[src/rtl/byte_frame_packer_if.sv]
// rtl/byte_frame_packer_if.sv - byte input and framed ready/valid output bundle
interface byte_frame_packer_if;
  logic [7:0] in_data;
  logic       in_valid;
  logic [7:0] out_data;
  logic       out_valid;
  logic       out_ready;
  logic       out_last;

  modport master (
    output in_data,
    output in_valid,
    output out_ready,
    input  out_data,
    input  out_valid,
    input  out_last
  );

  modport slave (
    input  in_data,
    input  in_valid,
    input  out_ready,
    output out_data,
    output out_valid,
    output out_last
  );
endinterface

[src/rtl/byte_frame_packer.sv]
// rtl/byte_frame_packer.sv - FIFO-buffered packer emitting header/payload/checksum frames
module byte_frame_packer #(
  parameter int          FRAME_LEN  = 4,
  parameter int          FIFO_DEPTH = 16,
  parameter logic [3:0]  SYNC       = 4'hA
) (
  input  logic                          clk,
  input  logic                          reset,
  byte_frame_packer_if.slave            bus,
  output logic                          overflow,
  output logic [15:0]                   frame_count,
  output logic [$clog2(FIFO_DEPTH):0]   fifo_level
);

  localparam int AW = $clog2(FIFO_DEPTH);
  localparam int LW = AW + 1;

  localparam logic [LW-1:0] DEPTH_L    = LW'(FIFO_DEPTH);
  localparam logic [LW-1:0] FRAME_L    = LW'(FRAME_LEN);
  localparam logic [LW-1:0] LAST_IDX   = LW'(FRAME_LEN - 1);
  localparam logic [LW-1:0] LEVEL_ONE  = LW'(1);
  localparam logic [AW-1:0] PTR_ONE    = AW'(1);

  typedef enum logic [1:0] {
    IDLE,
    HEADER,
    PAYLOAD,
    CHECKSUM
  } state_t;

  state_t state_q;
  state_t state_d;

  logic [7:0]    mem [FIFO_DEPTH];
  logic [AW-1:0] wr_ptr;
  logic [AW-1:0] rd_ptr;
  logic [LW-1:0] level;
  logic [7:0]    head;
  logic          push;
  logic          pop;
  logic          handshake;

  logic [LW-1:0] idx;
  logic [7:0]    csum;
  logic [3:0]    seq;
  logic          overflow_q;
  logic [15:0]   frame_count_q;

  // Full is judged on the registered level, so a same-cycle pop never frees a slot.
  assign push      = bus.in_valid && (level < DEPTH_L);
  assign handshake = bus.out_valid && bus.out_ready;
  assign pop       = (state_q == PAYLOAD) && bus.out_ready;
  assign head      = mem[rd_ptr];

  always_ff @(posedge clk) begin
    if (push) begin
      mem[wr_ptr] <= bus.in_data;
    end
  end

  always_ff @(posedge clk) begin
    if (reset) begin
      wr_ptr     <= '0;
      rd_ptr     <= '0;
      level      <= '0;
      overflow_q <= 1'b0;
    end else begin
      if (push) begin
        wr_ptr <= wr_ptr + PTR_ONE;
      end
      if (pop) begin
        rd_ptr <= rd_ptr + PTR_ONE;
      end
      case ({push, pop})
        2'b10:   level <= level + LEVEL_ONE;
        2'b01:   level <= level - LEVEL_ONE;
        default: level <= level;
      endcase
      if (bus.in_valid && !push) begin
        overflow_q <= 1'b1;
      end
    end
  end

  always_ff @(posedge clk) begin
    if (reset) begin
      state_q <= IDLE;
    end else begin
      state_q <= state_d;
    end
  end

  // Level is checked only on leaving IDLE; a whole frame is then already buffered.
  always_comb begin
    state_d       = state_q;
    bus.out_valid = 1'b0;
    bus.out_last  = 1'b0;
    bus.out_data  = 8'h00;
    case (state_q)
      IDLE: begin
        if (level >= FRAME_L) begin
          state_d = HEADER;
        end
      end
      HEADER: begin
        bus.out_valid = 1'b1;
        bus.out_data  = {SYNC, seq};
        if (bus.out_ready) begin
          state_d = PAYLOAD;
        end
      end
      PAYLOAD: begin
        bus.out_valid = 1'b1;
        bus.out_data  = head;
        if (bus.out_ready && (idx == LAST_IDX)) begin
          state_d = CHECKSUM;
        end
      end
      CHECKSUM: begin
        bus.out_valid = 1'b1;
        bus.out_data  = csum;
        bus.out_last  = 1'b1;
        if (bus.out_ready) begin
          state_d = IDLE;
        end
      end
      default: begin
        state_d = IDLE;
      end
    endcase
  end

  always_ff @(posedge clk) begin
    if (reset) begin
      idx           <= '0;
      csum          <= 8'h00;
      seq           <= 4'h0;
      frame_count_q <= 16'h0000;
    end else if (handshake) begin
      case (state_q)
        HEADER: begin
          idx  <= '0;
          csum <= 8'h00;
        end
        PAYLOAD: begin
          idx  <= idx + LEVEL_ONE;
          csum <= csum + head;
        end
        CHECKSUM: begin
          seq           <= seq + 4'h1;
          frame_count_q <= frame_count_q + 16'h0001;
        end
        default: begin
          idx <= idx;
        end
      endcase
    end
  end

  assign overflow    = overflow_q;
  assign frame_count = frame_count_q;
  assign fifo_level  = level;

endmodule

[src/flat_wrapper.sv]
// flat-port wrapper written by rule: the top's interface ports become plain ports
module byte_frame_packer_flat 
#(
  parameter int          FRAME_LEN  = 4,
  parameter int          FIFO_DEPTH = 16,
  parameter logic [3:0]  SYNC       = 4'hA
)
  (clk, reset, overflow, frame_count, fifo_level, bus_in_data, bus_in_valid, bus_out_ready, bus_out_data, bus_out_valid, bus_out_last);
  byte_frame_packer_if bus_i ();
  input  logic clk;
  input  logic reset;
  output logic overflow;
  output logic [15:0] frame_count;
  output logic [$clog2(FIFO_DEPTH):0] fifo_level;
  input wire logic [$bits(bus_i.in_data)-1:0] bus_in_data;
  input wire logic [$bits(bus_i.in_valid)-1:0] bus_in_valid;
  input wire logic [$bits(bus_i.out_ready)-1:0] bus_out_ready;
  output wire logic [$bits(bus_i.out_data)-1:0] bus_out_data;
  output wire logic [$bits(bus_i.out_valid)-1:0] bus_out_valid;
  output wire logic [$bits(bus_i.out_last)-1:0] bus_out_last;
  assign bus_i.in_data = bus_in_data;
  assign bus_i.in_valid = bus_in_valid;
  assign bus_i.out_ready = bus_out_ready;
  assign bus_out_data = bus_i.out_data;
  assign bus_out_valid = bus_i.out_valid;
  assign bus_out_last = bus_i.out_last;
  byte_frame_packer #(.FRAME_LEN(FRAME_LEN), .FIFO_DEPTH(FIFO_DEPTH), .SYNC(SYNC)) u_core (.clk(clk), .reset(reset), .bus(bus_i), .overflow(overflow), .frame_count(frame_count), .fifo_level(fifo_level));
endmodule
[config.mk]
export PLATFORM = sky130hd
export DESIGN_NAME = byte_frame_packer_flat
export DESIGN_NICKNAME = d
export VERILOG_FILES = /design/src/rtl/byte_frame_packer_if.sv /design/src/rtl/byte_frame_packer.sv /design/src/flat_wrapper.sv
export SDC_FILE = /design/constraint.sdc
export NUM_CORES = 1
export LEC_CHECK = 0
export BUFFER_PORTS_ARGS = -buffer_cell sky130_fd_sc_hd__buf_4
export CORE_UTILIZATION = 40
export DETAILED_ROUTE_END_ITERATION = 7
export GPL_ROUTABILITY_DRIVEN = 0
export GPL_TIMING_DRIVEN = 0
export PLACE_DENSITY_LB_ADDON = 0.2
export SETUP_SLACK_MARGIN = 0.3
export SLEW_MARGIN = 0
export SYNTH_ARGS = -nofsm -noshare
export SYNTH_HDL_FRONTEND = slang
export SYNTH_SLANG_ARGS = --single-unit
[constraint.sdc]
create_clock -name clk -period 2.9 [get_ports clk]
set_input_delay 0.29 -clock clk [delete_from_list [all_inputs] [get_ports clk]]
set_output_delay 0.29 -clock clk [all_outputs]
set_load 0.05 [all_outputs]
==> Word level (Yosys, flattened, before mapping) <==
Memory sizes are Yosys's and may differ from the RTL's. A register that Yosys moved wholly into a read port is not among the register bits.
Cells that the tools add are included.
{ "word_totals": {"register_bits": 49, "ramBits": 128, "in_bits": 12, "output_inout_bits": 32, "word_cells": 58, "mem_count": 1} }
{ "op_classes": {"n_addsub": 8, "n_lt_le_gt_ge": 2, "eq_ne": 10, "n_mux": 15, "n_reduce_logical": 13} }
{ "mem_list": {"columns": ["memory", "depth", "width", "rd", "rd_ports_with_merged_regs", "wr", "line", "source"], "rows": [
  ["u_core.mem", 16, 8, 1, 1, 1, "byte_frame_packer.sv:34", "logic [7:0] mem [FIFO_DEPTH];"]
]} }
{ "op_table": {"columns": ["cell", "n"], "rows": [
  ["one-hot mux 8 bit (3 select lines)", 1],
  ["one-hot mux 5 bit (2 select lines)", 2],
  ["adder 16 x 1 -> 16 bit, second input constant", 1],
  ["one-hot mux 8 bit (2 select lines)", 1],
  ["adder 4 x 1 -> 4 bit, second input constant", 3],
  ["adder 5 x 1 -> 5 bit, second input constant", 2],
  ["adder 8 bit", 1],
  ["two-way mux 2 bit", 4],
  ["two-way mux 4 bit", 2],
  ["one-hot mux 2 bit (4 select lines)", 1],
  ["== test 2 bit, second input constant", 3],
  ["!= test 2 bit, second input constant", 3],
  ["== test 5 x 2 -> 1 bit, second input constant", 1],
  [">= comparator 5 x 3 -> 1 bit, second input constant", 1],
  ["logical AND 1 bit", 5],
  ["< comparator 5 bit, second input constant", 1],
  ["subtractor 5 x 1 -> 5 bit, second input constant", 1],
  ["== test 2 x 1 -> 1 bit, second input constant", 2],
  ["two-way mux 1 bit", 4],
  ["AND reduction 2 bit", 2],
  ["AND reduction 4 bit", 1],
  ["nonzero test 2 bit", 2],
  ["OR reduction 3 bit", 1],
  ["logical NOT 2 bit", 1],
  ["2 further kinds", 2]
]} }

==> Logic depth before layout (Yosys ltp) <==
{ "logic_depth": {"depth_word": 5, "mapped_depth": 12, "depth_no_buf": 11} }

==> Least setup slack after synthesis <==
No wires, ideal clock.
{ "synth_timing": {"path_kind": "register to register", "start": "reg (tool-made name)", "end": "reg u_core.csum[6]", "setup_ns": 0.079, "arrival_ns": 3.120, "path_slack_ns": -0.299, "stages_incl_launch_ff": 12, "path_buffers": 2, "path_cell_list": "dfxtp_1 buf_6 buf_6 mux4_2 mux4_2 ha_1 fa_1 a21o_1 a21oi_1 o21ai_0 a2111o_1 o211ai_1"} }
{ "synth_lines": {"columns": ["item", "line", "source"], "rows": [
  ["end signal: assignment", "byte_frame_packer.sv:147", "csum <= csum + head;"],
  ["end: declaration", "byte_frame_packer.sv:44", "logic [7:0] csum;"]
]} }

==> metrics.cfg <==
[worst_setup_path]
path_cells=buf_6 > buf_12 > mux4_2 > mux4_2 > ha_4 > fa_2 > a21o_1 > a21oi_2 > buf_4 > xnor2_2 > a2bb2oi_1 > nor2_1
cpLargestDelayFamily=multiplexers
slowest_stage=mux4_2
required_ps=3200
rrSetupSlack_ps=-260
worstPathMaxFanout=6
cp_common_cell=mux4_2
critical_path.max_stage_delay_ps=540
cp.arrival_ps=3460
path_class=reg -> reg
start_kind=register
cp-end-kind=register
path_buf_inv=3

[logic_synthesis]
syn-instance-count=520
ys_seq_area_frac=0.639
synth.area.mux_share=0.128
synth_edf_count=128
synth_top_area_share=0.501
synth_area_leader_cell=edfxtp_1
yosys_register_bits=181
synth_top_family_by_area=multiplexers
yosys.area_share.simple=0.0911
syn_area_mm2=0.00768
synthFlopType=edfxtp_1
netlist-cell-type-count=50
synth_most_common_cell=edfxtp_1
synth_commonest_cells=edfxtp_1 (128), nor2_1 (65), dfxtp_1 (53)
yosys_warnings=0
synthAdderAreaFrac=0.0443
synth_compound_area_frac=0.0381
synthTopCellsByArea=edfxtp_1 (50%), dfxtp_1 (14%), mux4_2 (11%), ha_1 (3.9%), nor2_1 (3.2%)
syn_avg_cell_area_um2=14.8
async_flop_share=0
syn-num-nets=558
synth_xor_area_frac=0.0365

[global_routing]
overflow=0
use_met3=0.0407
grt_pass1_vias=4620
grtUsageMet2=0.297
antenna_found_initial=0
grt_pass1_wl_mm=25.7
grt_max_degree=18
gr-max-usage-layer=met2
gr-usage-met1=0.228
track_usage=0.177

[cts]
clockBufferDepth=2
cts_root_buf=clkbuf_16
cts_buffers=17
cts_sinks=181
clkTransAtPathRegs_ps=70
cts.htree.levels=4
insertion_delay_ps=420
cts_tree=yes
ctsHoldBuffers=0

[die]
rows=50
start_util=0.409
die_y_um=141
ios=44
die_x_um=141
coreArea_mm2=0.0188
die_area_mm2=0.0198

[place]
place_inst=799
place_area_mm2=0.00835
numPortBuffers=43
hpwl_mm=10.9
pre_cts_ws_ps=-622

[outcome]
status=finished, violations left
violations=negative setup slack

[cells_and_area]
drive_gt1_frac=0.286
syn2layout_area_growth_pct=21.7
finalNonFillerCells=852
num_antenna_cells=0
finalNetCount=643
stdcell_area_mm2=0.00934

[timing]
period_needed_ps=3160
timing.slew.headroom=0.330
worstMarginPinSlew_ps=1000
hold_viol=0
layout_setup_ws_ps=-264
rsz0062_at_grt=yes
slew_viol_final=0
setup_violations=13
fin_crit_sh=1.09
fmax_mhz=316
finClkSkew_ps=7.18

[flow_run]
max_cap_violations=0

[power_and_ir_drop]
power_density_mw_per_mm2=613
power.leakage_nw=3.24
ir_worst_vdd_v=0.000417
power_mw=5.73

[drt]
postRouteAntennaNets=0
dr_total_vias=4615
drt_iter0_drc=309
drt_pre_antenna_iters=6
avgViaCountPerCell=5.42
wl_per_cell_um=19.4
drc_errors=0
wl_mm=16.5

[hold_path]
hold_path_class=in -> reg

[state kept, by name, summed over array words and instances, names as in the netlist, 2 cells and up, named ones only]
name / cells
u_core.csum: 8
u_core.mem: 128
u_core.rd_ptr: 4
u_core.state_q: 2
u_core.idx: 5
u_core.wr_ptr: 4
u_core.fifo_level: 5
u_core.seq: 4
u_core.frame_count: 16
[cells by family after synthesis]
logic type                 count (synthesis)
buffers and inverters                     40
and+or+nand+nor                          149
muxes                                     49
xor gates and xnor gates                  32
adders and majority gates                 26
AOI/OAI and AO/OA                         43
DFF                                      181
[cell usage in the layout, fill, tap and decap left out, drive strengths merged, types with 4 or more instances in the layout]
master | Yosys | final
dfxtp | 53 | 53
nand3 | 11 | 11
buf | 10 | 73
xor2 | 22 | 22
nor3 | 10 | 10
a21oi | 15 | 15
mux4 | 39 | 39
o21ai | 5 | 5
and3 | 6 | 6
a222oi | 4 | 4
clkinv | 0 | 6
inv | 14 | 20
clkbuf | 16 | 36
mux2i | 9 | 9
nand2 | 26 | 26
edfxtp | 128 | 128
ha | 24 | 24
xnor2 | 10 | 10
nor2 | 65 | 65
nand4 | 12 | 12
[path summary, 6_finish.rpt]
check	start	endpoint	cells past startpoint
worst max-delay path	register	u_core.csum[4]	12
worst min-delay path	bus_in_valid	u_core.overflow	3
worst max register to register	register	u_core.csum[4]	12
worst min register to register	u_core.idx[1]	u_core.idx[1]	2
[worst register-to-register path, stage by stage, from the launching register on]
cell	delay, ps
dfxtp_2	320
buf_6	130
buf_12	130
mux4_2	530
mux4_2	540
ha_4	200
fa_2	360
a21o_1	180
a21oi_2	170
buf_4	150
xnor2_2	100
a2bb2oi_1	170
nor2_1	60
[per-stage QoR]
stage	util	hold WS [ps]	setup TNS, ps
2_1_floorplan	-	389	-107
3_3_place_gp	0.444	452	-2070
3_5_place_dp	0.445	470	-2530
4_1_cts	0.485	94.4	-2000
5_1_grt	0.498	122	-3080
6_report	0.498	111	-1770
[metal layers]
layer | up-vias | part of all wire
met1 | 2350 | 0.44
li1 | 2133 | -
met4 | 0 | 0.016
met5 | - | 0
met3 | 16 | 0.042
met2 | 116 | 0.50
[layout make-up]
type | count | area (um^2)
fill | 1589 | 9430
sequential | 181 | 4910
multi-input combinational | 299 | 2770
timing repair buffer | 66 | 543
clock buffer | 17 | 425
tap | 234 | 293
buffer | 26 | 181
clock inverter | 15 | 170
inverter | 14 | 52.6
[repair_timing]
| item | in CTS | in global routing |
|---|---|---|
| pin swaps | 7 | 8 |
| endpoints found under the setup margin | 32 | 16 |
| buffers inserted | 9 | 12 |
| gates resized for setup | 29 | 28 |
[where the power goes]
group          leakage [nW]  internal (mW)  switching, mW  total [mW]
logic                  1.36          0.227          0.355       0.582
clock network         0.293           1.30           1.02        2.32
registers              1.59           2.81         0.0266        2.83
total                  3.24           4.33           1.40        5.73
Power figures use the tool's default switching activity.
